## src/rtl/fft_peak_detect_if.sv

```systemverilog
// fft_peak_detect_if: FFT bin stream in, peak result out, optional per-bin magnitude tap.
// Ports: in_valid/in_data/in_ready (bins), result_valid/result_ready/peak_bin/peak_mag,
//        overflow; mag_valid/mag_data/mag_bin only when FFT_PEAK_MAG_STREAM_EN is defined.
// master = environment side (drives bins and result_ready), slave = fft_peak_detect.
interface fft_peak_detect_if #(
    parameter int width = 16,
    parameter int N_2   = 5
);
    logic               in_valid;
    logic [2*width-1:0] in_data;
    logic               in_ready;
    logic               result_valid;
    logic               result_ready;
    logic [N_2-2:0]     peak_bin;
    logic [2*width-1:0] peak_mag;
    logic               overflow;
`ifdef FFT_PEAK_MAG_STREAM_EN
    logic               mag_valid;
    logic [2*width-1:0] mag_data;
    logic [N_2-1:0]     mag_bin;

    modport master (
        output in_valid, in_data, result_ready,
        input  in_ready, result_valid, peak_bin, peak_mag, overflow,
        input  mag_valid, mag_data, mag_bin
    );
    modport slave (
        input  in_valid, in_data, result_ready,
        output in_ready, result_valid, peak_bin, peak_mag, overflow,
        output mag_valid, mag_data, mag_bin
    );
`else
    modport master (
        output in_valid, in_data, result_ready,
        input  in_ready, result_valid, peak_bin, peak_mag, overflow
    );
    modport slave (
        input  in_valid, in_data, result_ready,
        output in_ready, result_valid, peak_bin, peak_mag, overflow
    );
`endif
endinterface

```

## src/rtl/fft_peak_detect.sv

```systemverilog
// fft_peak_detect: squared magnitude per FFT bin, largest bin in the positive half
//   (bins 0..N/2-1, bin 0 skipped when SKIP_DC=1) presented on a valid/ready result port.
// Latency: result_valid rises 3 edges after the edge accepting bin N-1.
// Backpressure: in_ready drops from frame end until the result is taken; words offered
//   meanwhile are dropped and set sticky overflow. Ports: clk, reset, bus (slave modport).
// Optional FFT_PEAK_MAG_STREAM_EN adds mag_valid/mag_data/mag_bin (per-bin magnitude tap).
module fft_peak_detect #(
    parameter int width   = 16,
    parameter int N_2     = 5,
    parameter int SKIP_DC = 1
) (
    input  logic             clk,
    input  logic             reset,
    fft_peak_detect_if.slave bus
);
    localparam logic [N_2-2:0] FIRST_BIN = (N_2-1)'(SKIP_DC != 0 ? 1 : 0);

    typedef enum logic [1:0] {IDLE, ACCUM, DRAIN, HOLD} state_t;

    state_t                    state, state_nxt;
    logic                      in_ready;
    logic                      result_valid;
    logic                      accept;
    logic [N_2-1:0]            bin_cnt;
    logic signed [width-1:0]   re, im;

    // Stage 1: squared components; stage 2: magnitude.
    logic                      s1_vld;
    logic signed [2*width-1:0] s1_re2, s1_im2;
    logic [N_2-1:0]            s1_bin;
    logic                      s2_vld;
    logic [2*width-1:0]        s2_mag;
    logic [N_2-1:0]            s2_bin;
    logic                      s2_eligible;

    logic [N_2-2:0]            peak_bin;
    logic [2*width-1:0]        peak_mag;
    logic                      overflow;

    assign re     = bus.in_data[2*width-1:width];
    assign im     = bus.in_data[width-1:0];
    assign accept = bus.in_valid & in_ready;

    // Positive half means the index MSB is clear.
    assign s2_eligible = !s2_bin[N_2-1] && ((s2_bin != '0) || (SKIP_DC == 0));

    always_ff @(posedge clk or posedge reset) begin
        if (reset) state <= IDLE;
        else       state <= state_nxt;
    end

    always_comb begin
        state_nxt    = state;
        in_ready     = 1'b0;
        result_valid = 1'b0;
        case (state)
            IDLE: begin
                in_ready = 1'b1;
                if (bus.in_valid) state_nxt = ACCUM;
            end
            ACCUM: begin
                in_ready = 1'b1;
                if (bus.in_valid && (bin_cnt == {N_2{1'b1}})) state_nxt = DRAIN;
            end
            DRAIN: begin
                // Both stages empty means the last bin has reached the peak registers.
                if (!s1_vld && !s2_vld) state_nxt = HOLD;
            end
            HOLD: begin
                result_valid = 1'b1;
                if (bus.result_ready) state_nxt = IDLE;
            end
            default: state_nxt = IDLE;
        endcase
    end

    // Counter wraps to 0 naturally on the accept of bin N-1.
    always_ff @(posedge clk or posedge reset) begin
        if (reset)       bin_cnt <= '0;
        else if (accept) bin_cnt <= bin_cnt + {{(N_2-1){1'b0}}, 1'b1};
    end

    always_ff @(posedge clk or posedge reset) begin
        if (reset) begin
            s1_vld <= 1'b0;
            s1_re2 <= '0;
            s1_im2 <= '0;
            s1_bin <= '0;
            s2_vld <= 1'b0;
            s2_mag <= '0;
            s2_bin <= '0;
        end else begin
            s1_vld <= accept;
            if (accept) begin
                s1_re2 <= re * re;
                s1_im2 <= im * im;
                s1_bin <= bin_cnt;
            end
            s2_vld <= s1_vld;
            if (s1_vld) begin
                // Both squares are non-negative and at most 2^(2*width-2): sum cannot wrap.
                s2_mag <= $unsigned(s1_re2) + $unsigned(s1_im2);
                s2_bin <= s1_bin;
            end
        end
    end

    // Strict compare keeps the lowest index on ties.
    always_ff @(posedge clk or posedge reset) begin
        if (reset) begin
            peak_mag <= '0;
            peak_bin <= FIRST_BIN;
        end else if (result_valid && bus.result_ready) begin
            peak_mag <= '0;
            peak_bin <= FIRST_BIN;
        end else if (s2_vld && s2_eligible && (s2_mag > peak_mag)) begin
            peak_mag <= s2_mag;
            peak_bin <= s2_bin[N_2-2:0];
        end
    end

    always_ff @(posedge clk or posedge reset) begin
        if (reset)                        overflow <= 1'b0;
        else if (bus.in_valid && !in_ready) overflow <= 1'b1;
    end

    assign bus.in_ready     = in_ready;
    assign bus.result_valid = result_valid;
    assign bus.peak_bin     = peak_bin;
    assign bus.peak_mag     = peak_mag;
    assign bus.overflow     = overflow;

`ifdef FFT_PEAK_MAG_STREAM_EN
    assign bus.mag_valid = s2_vld;
    assign bus.mag_data  = s2_mag;
    assign bus.mag_bin   = s2_bin;
`endif
endmodule
```

## src/flat_wrapper.sv

```systemverilog
// flat-port wrapper written by rule: the top's interface ports become plain ports
module fft_peak_detect_flat 
#(
    parameter int width   = 16,
    parameter int N_2     = 5,
    parameter int SKIP_DC = 1
)
  (clk, reset, bus_in_valid, bus_in_data, bus_result_ready, bus_in_ready, bus_result_valid, bus_peak_bin, bus_peak_mag, bus_overflow);
  fft_peak_detect_if #(.width(width), .N_2(N_2)) bus_i ();
  input  logic clk;
  input  logic reset;
  input wire logic [$bits(bus_i.in_valid)-1:0] bus_in_valid;
  input wire logic [$bits(bus_i.in_data)-1:0] bus_in_data;
  input wire logic [$bits(bus_i.result_ready)-1:0] bus_result_ready;
  output wire logic [$bits(bus_i.in_ready)-1:0] bus_in_ready;
  output wire logic [$bits(bus_i.result_valid)-1:0] bus_result_valid;
  output wire logic [$bits(bus_i.peak_bin)-1:0] bus_peak_bin;
  output wire logic [$bits(bus_i.peak_mag)-1:0] bus_peak_mag;
  output wire logic [$bits(bus_i.overflow)-1:0] bus_overflow;
  assign bus_i.in_valid = bus_in_valid;
  assign bus_i.in_data = bus_in_data;
  assign bus_i.result_ready = bus_result_ready;
  assign bus_in_ready = bus_i.in_ready;
  assign bus_result_valid = bus_i.result_valid;
  assign bus_peak_bin = bus_i.peak_bin;
  assign bus_peak_mag = bus_i.peak_mag;
  assign bus_overflow = bus_i.overflow;
  fft_peak_detect #(.width(width), .N_2(N_2), .SKIP_DC(SKIP_DC)) u_core (.clk(clk), .reset(reset), .bus(bus_i));
endmodule
```

## config.mk

```make
export PLATFORM = sky130hd
export DESIGN_NAME = fft_peak_detect_flat
export DESIGN_NICKNAME = d
export VERILOG_FILES = /design/src/rtl/fft_peak_detect_if.sv /design/src/rtl/fft_peak_detect.sv /design/src/flat_wrapper.sv
export SDC_FILE = /design/constraint.sdc
export NUM_CORES = 2
export LEC_CHECK = 0
export BUFFER_PORTS_ARGS = -buffer_cell sky130_fd_sc_hd__buf_2
export CORE_MARGIN = 3
export CORE_UTILIZATION = 24
export DETAILED_ROUTE_END_ITERATION = 6
export PLACE_DENSITY_LB_ADDON = 0.05
export SLEW_MARGIN = 20
export SYNTH_ARGS = -nofsm -noshare
export SYNTH_HDL_FRONTEND = slang
export SYNTH_SLANG_ARGS = --single-unit
```

## constraint.sdc

```tcl
create_clock -name clk -period 11.9 [get_ports clk]
set_clock_uncertainty 0.05 [all_clocks]
set_input_delay 0.595 -clock clk [delete_from_list [all_inputs] [get_ports clk]]
set_output_delay 0.595 -clock clk [all_outputs]
set_load 0.03 [all_outputs]
```

After elaboration in Yosys (flattened, before gate mapping) --
Cells that the tools add are included.
Operators by class: bitwise gates (word level) 1, shifts and indexed selects 0, magnitude comparators 1, $mul 2, equality and inequality tests 8, add/sub/neg operators 2, multiplexer cells 11, div/mod/pow operators 0, reduce and logical (&&, ||, !) cells 16
Operators by type and width (count):
- 16-bit by 16-bit multiplier with 32-bit output | 2
- 32-bit 2-to-1 mux | 2
- 32-bit adder | 1
- 32-bit greater-than comparator | 1
- 2-bit 2-to-1 mux | 4
- 4-bit 2-to-1 mux | 2
- 2-bit case mux with 4 select lines | 1
- 1-bit logical AND | 7
- 5-bit by 1-bit adder with 5-bit output, second input constant | 1
- 5-bit == test, second input constant | 1
- 5-bit nonzero test | 1
- 2-bit == test, second input constant | 2
- 1-bit logical NOT | 4
- 2-bit by 1-bit inequality test with 1-bit output, second input constant | 2
- 2-bit inequality test, second input constant | 2
- 4-bit AND reduction | 1
- 2-bit by 1-bit == test with 1-bit output, second input constant | 1
- 2-bit logical NOT | 1
- 1-bit 2-to-1 mux | 2
- 2-bit nonzero test | 1
- 2-bit OR reduction | 1
- 1-bit bitwise AND | 1
Word-level totals: latch bits 0, logic and storage cells 53, input port bits 36, output and inout bits 39, flip-flop bits (word level) 152, RAM bits 0, memory bits (read-only) 0, memories kept 0

Longest topological paths before layout --
depth in word-level cells 6, gate-level depth with buffers 26, gate-level depth less buffers 24

Worst setup path before layout --
Ideal clock, no wire load.
path kind input to register, start input port bus_in_data[15], end register u_core.s1_im2[31], cell stages on the path 23, data required time 11.721 ns, slack 5.150 ns, arrival 6.571 ns, setup time 0.129 ns, path buffers 3, cells stage by stage clkbuf_1 -> inv_1 -> buf_1 -> nor2_1 -> fa_1 -> fa_1 -> fa_1 -> fa_1 -> fa_1 -> inv_1 -> fa_1 -> inv_1 -> ha_1 -> clkbuf_1 -> a21o_1 -> a21o_1 -> a21o_1 -> a21o_1 -> a31oi_1 -> o311ai_1 -> a31oi_1 -> xnor2_1 -> o21ai_1
On the way: cells in the longest elaborated chain, start to end 1
Ends and longest elaborated chain:
- from (decl) | line flat_wrapper.sv:13 | input wire logic [$bits(bus_i.in_data)-1:0] bus_in_data;
- 16-bit by 16-bit multiplier with 32-bit output | line fft_peak_detect.sv:96 | s1_im2 <= im * im;
- to (signal assigned) | line fft_peak_detect.sv:96
- to (decl) | line fft_peak_detect.sv:29 | logic signed [2*width-1:0] s1_re2, s1_im2;
Every way passes these cells. A chain may end at the register's enable or synchronous reset.

Worst setup path after layout --
start input port bus_in_data[31], end register u_core.s1_re2[29]
On the way: cells in the longest elaborated chain, start to end 1
Ends and longest elaborated chain:
- 16-bit by 16-bit multiplier with 32-bit output | line fft_peak_detect.sv:95 | s1_re2 <= re * re;
- to (signal assigned) | line fft_peak_detect.sv:95
- to (decl) | line fft_peak_detect.sv:29
Every way passes these cells.

==> impl_metrics.toml <==
[cts]
cts_root_buf = "clkbuf_16"
cts_buffers = 17
cts_tree = "done"
h-tree-depth = 4
cts_buffer_depth = 2
clock_latency_ps = 450
postCtsSetupBuffers = 0
clk_pin_slew_ps = 80
clock-sinks = 150
cts_resized = 0
postCtsHoldBufs = 0

[synthesis]
synth_cell_types = 70
syn_avg_cell_area_um2 = 9.39
synthCells = 2716
synth_area_um2 = 25500
async_reset_ff_frac = 1.00
ys.flop_type = "dfrtp_1"
ys_seq_area_frac = 0.147
synth-edff-count = 0
synthesis.nets = 3467
synth-seq-cells = 150
yosysWarnings = 0

[setup_path]
cp-end-kind = "flip-flop"
crit_path_start_kind = "input pin"
worstPathArrival_ps = 7490
worstPathMaxFanout = 17
crit_type = "in -> reg"
crit_start = "bus_in_data[31]"
cp.required_ps = 12200
r2r_start = "u_core.s1_im2[11]$_DFFE_PP0P_"

[status]
run_status = "finished, final reports clean"

[floorplanning]
ios = 75
dieWidth_um = 332
start_util = 0.244
fp-row-count = 118
dieArea_um2 = 110000
die_h_um = 332
core_um2 = 105000

[place]
detailedPlacementHpwl_mm = 56.6
gp_congestion = 0.768
place_area_um2 = 27300
portBuffers = 74

[route]
drc = 0
route.met3.wl_mm = 1.32
drt_wl_total_mm = 68.3
met2_length_mm = 34.0
wl_met1_mm = 32.7
via_count = 17440
via_per_inst = 4.22
antenna_left = 0
first_iter_violations = 508
wl_per_cell_um = 16.5
route.top_layer_used = "met4"
drtPass1Iterations = 5

[finish]
syn_to_final_growth_pct = 9.77
fillers = 11231
diodes = 0
drive_gt1_frac = 0.0607
final_core_util = 0.268
finalInstanceArea_um2 = 28000
final_nets = 3487

[global_route]
antenna_found_initial = 2
grt_max_degree = 98
grt.total_usage = 0.129
overflow = 0
grt_pass1_vias = 19636
grt_first_pass_wirelength_mm = 111

[run]
maxCapViolations = 0

[sta]
slew_viol_final = 0
setup_violations = 0
setup_tns_ps = 0
timing.slew.headroom = 0.292
tightest_slew_ps = 1060
hold_viol = 0
finalCritPeriodShare = 0.605
period_needed_ps = 7190
fmax_ghz = 0.139
rsz0062_at_grt = "false"

[hold_path]
min_path_type = "in -> async"
-- flip-flops by register name (all words and copies together), names as in the netlist --
signal	flops
u_core.s2_mag	32
u_core.bus.peak_bin	4
u_core.s1_re2	31
u_core.s1_bin	5
u_core.state	2
u_core.bus.overflow	1
u_core.bin_cnt	5
u_core.s2_vld	1
u_core.s2_bin	5
u_core.s1_vld	1
u_core.bus.peak_mag	32
u_core.s1_im2	31
-- layout by cell type, fill, tap and decap left out, types with 5 or more instances in the layout --
cell and n:
mux2_2 29, xor2_1 33, a31oi_1 6, and3_1 6
mux2i_1 39, o21bai_1 11, or2_2 6, fa_1 469
a31o_2 9, nand2_1 271, a21o_1 38, a211oi_1 11
o21ai_0 98, o21a_1 15, inv_6 5, a21oi_1 81
nand4_1 14, and2_1 85, nor2_1 129, inv_1 685
clkbuf_16 17, dfrtp_1 148, buf_2 74, nor3_1 17
nor2b_1 10, ha_1 246, o31ai_1 10, xnor2_1 78
nand3_1 17, nand2b_1 12
-- layout make-up --
type / instances / area [µm²] / area share
multi-input cells: 1802 / 18900 / 0.675
inverters: 687 / 2580 / 0.0923
clock inverters: 15 / 209 / 0.00747
well taps: 1380 / 1730 / 0.0617
flip-flops and latches: 150 / 3760 / 0.134
clock buffers: 17 / 425 / 0.0152
repair buffers: 78 / 400 / 0.0143
-- critical path, stage by stage --
cell and delay (ps):
buf_2 290, clkinv_1 550, nor2_1 400, fa_1 610, fa_1 910, fa_1 530, fa_1 510, fa_1 490
inv_1 50, fa_1 470, inv_1 40, ha_1 330, a21o_1 190, or3_1 360, o2111ai_1 280, a21oi_1 160
o31a_1 310, o21a_1 180, o31ai_1 210
-- layer usage --
metal | GRT usage | vias to the layer above
met3 | 0.0118 | 14
met4 | 0.0124 | 0
met2 | 0.226 | 147
met1 | 0.177 | 8940
li1 | - | 8339
met5 | 0 | -
-- cells in the mapped netlist, types with 5 or more instances --
master,number,area (µm²)
nand4_1,14,87.6
nor2_1,129,484
a31oi_1,6,37.5
a211oi_1,11,82.6
fa_1,469,9390
inv_1,686,2570
nand2_1,272,1020
o21bai_1,11,82.6
ha_1,246,3080
nand3_1,17,85.1
mux2i_1,39,390
buf_2,5,25.0
dfrtp_1,149,3730
and2_1,85,532
or2_2,6,37.5
o21a_1,15,113
a21oi_1,81,405
xor2_1,33,289
a21o_1,38,285
o31ai_1,10,75.1
mux2_2,29,327
clkbuf_1,67,251
a31o_2,9,78.8
and3_1,6,37.5
o21ai_0,98,490
nand2b_1,12,75.1
xnor2_1,78,683
nor3_1,17,85.1
nor2b_1,10,62.6
-- cell families (layout without fill, tap and decap cells) --
group | after synthesis | after routing | share of synthesized area
AO/OA/AOI/OAI | 319 | 319 | 0.0799
XOR/XNOR | 111 | 111 | 0.0381
adder cells (fa/ha/maj) | 715 | 715 | 0.489
buffers and inverters | 764 | 797 | 0.113
flip-flops | 150 | 150 | 0.147
multiplexers | 68 | 68 | 0.0281
AND/OR/NAND/NOR | 589 | 589 | 0.105
-- final timing paths --
kind	endpoint	slack, ps	depth (start not counted)
max	u_core.s1_re2[29]$_DFFE_PP0P_	4710	19
min	u_core.bus.peak_mag[12]$_DFFE_PP0P_	290	2
max reg2reg	u_core.s2_mag[31]$_DFFE_PP0P_	8210	10
min reg2reg	u_core.bus.overflow$_DFFE_PP0P_	410	1
max in group asynchronous	u_core.s1_vld$_DFF_PP0_	10100	3
min in group clk	u_core.bus.overflow$_DFFE_PP0P_	370	2
-- stage by stage --
step                setup WS [ps]  hold slack (ps)  cells
floorplan                    5150              302   2716
global placement             4290              407   4097
detailed placement           4120              406   4097
CTS                          4600              333   4129
global route                 4210              358   4129
finish                       4710              288   4129
Power is left out: the tool's default activity adds up to more than one toggle a clock period on the data nets, which glitch-free logic cannot reach.
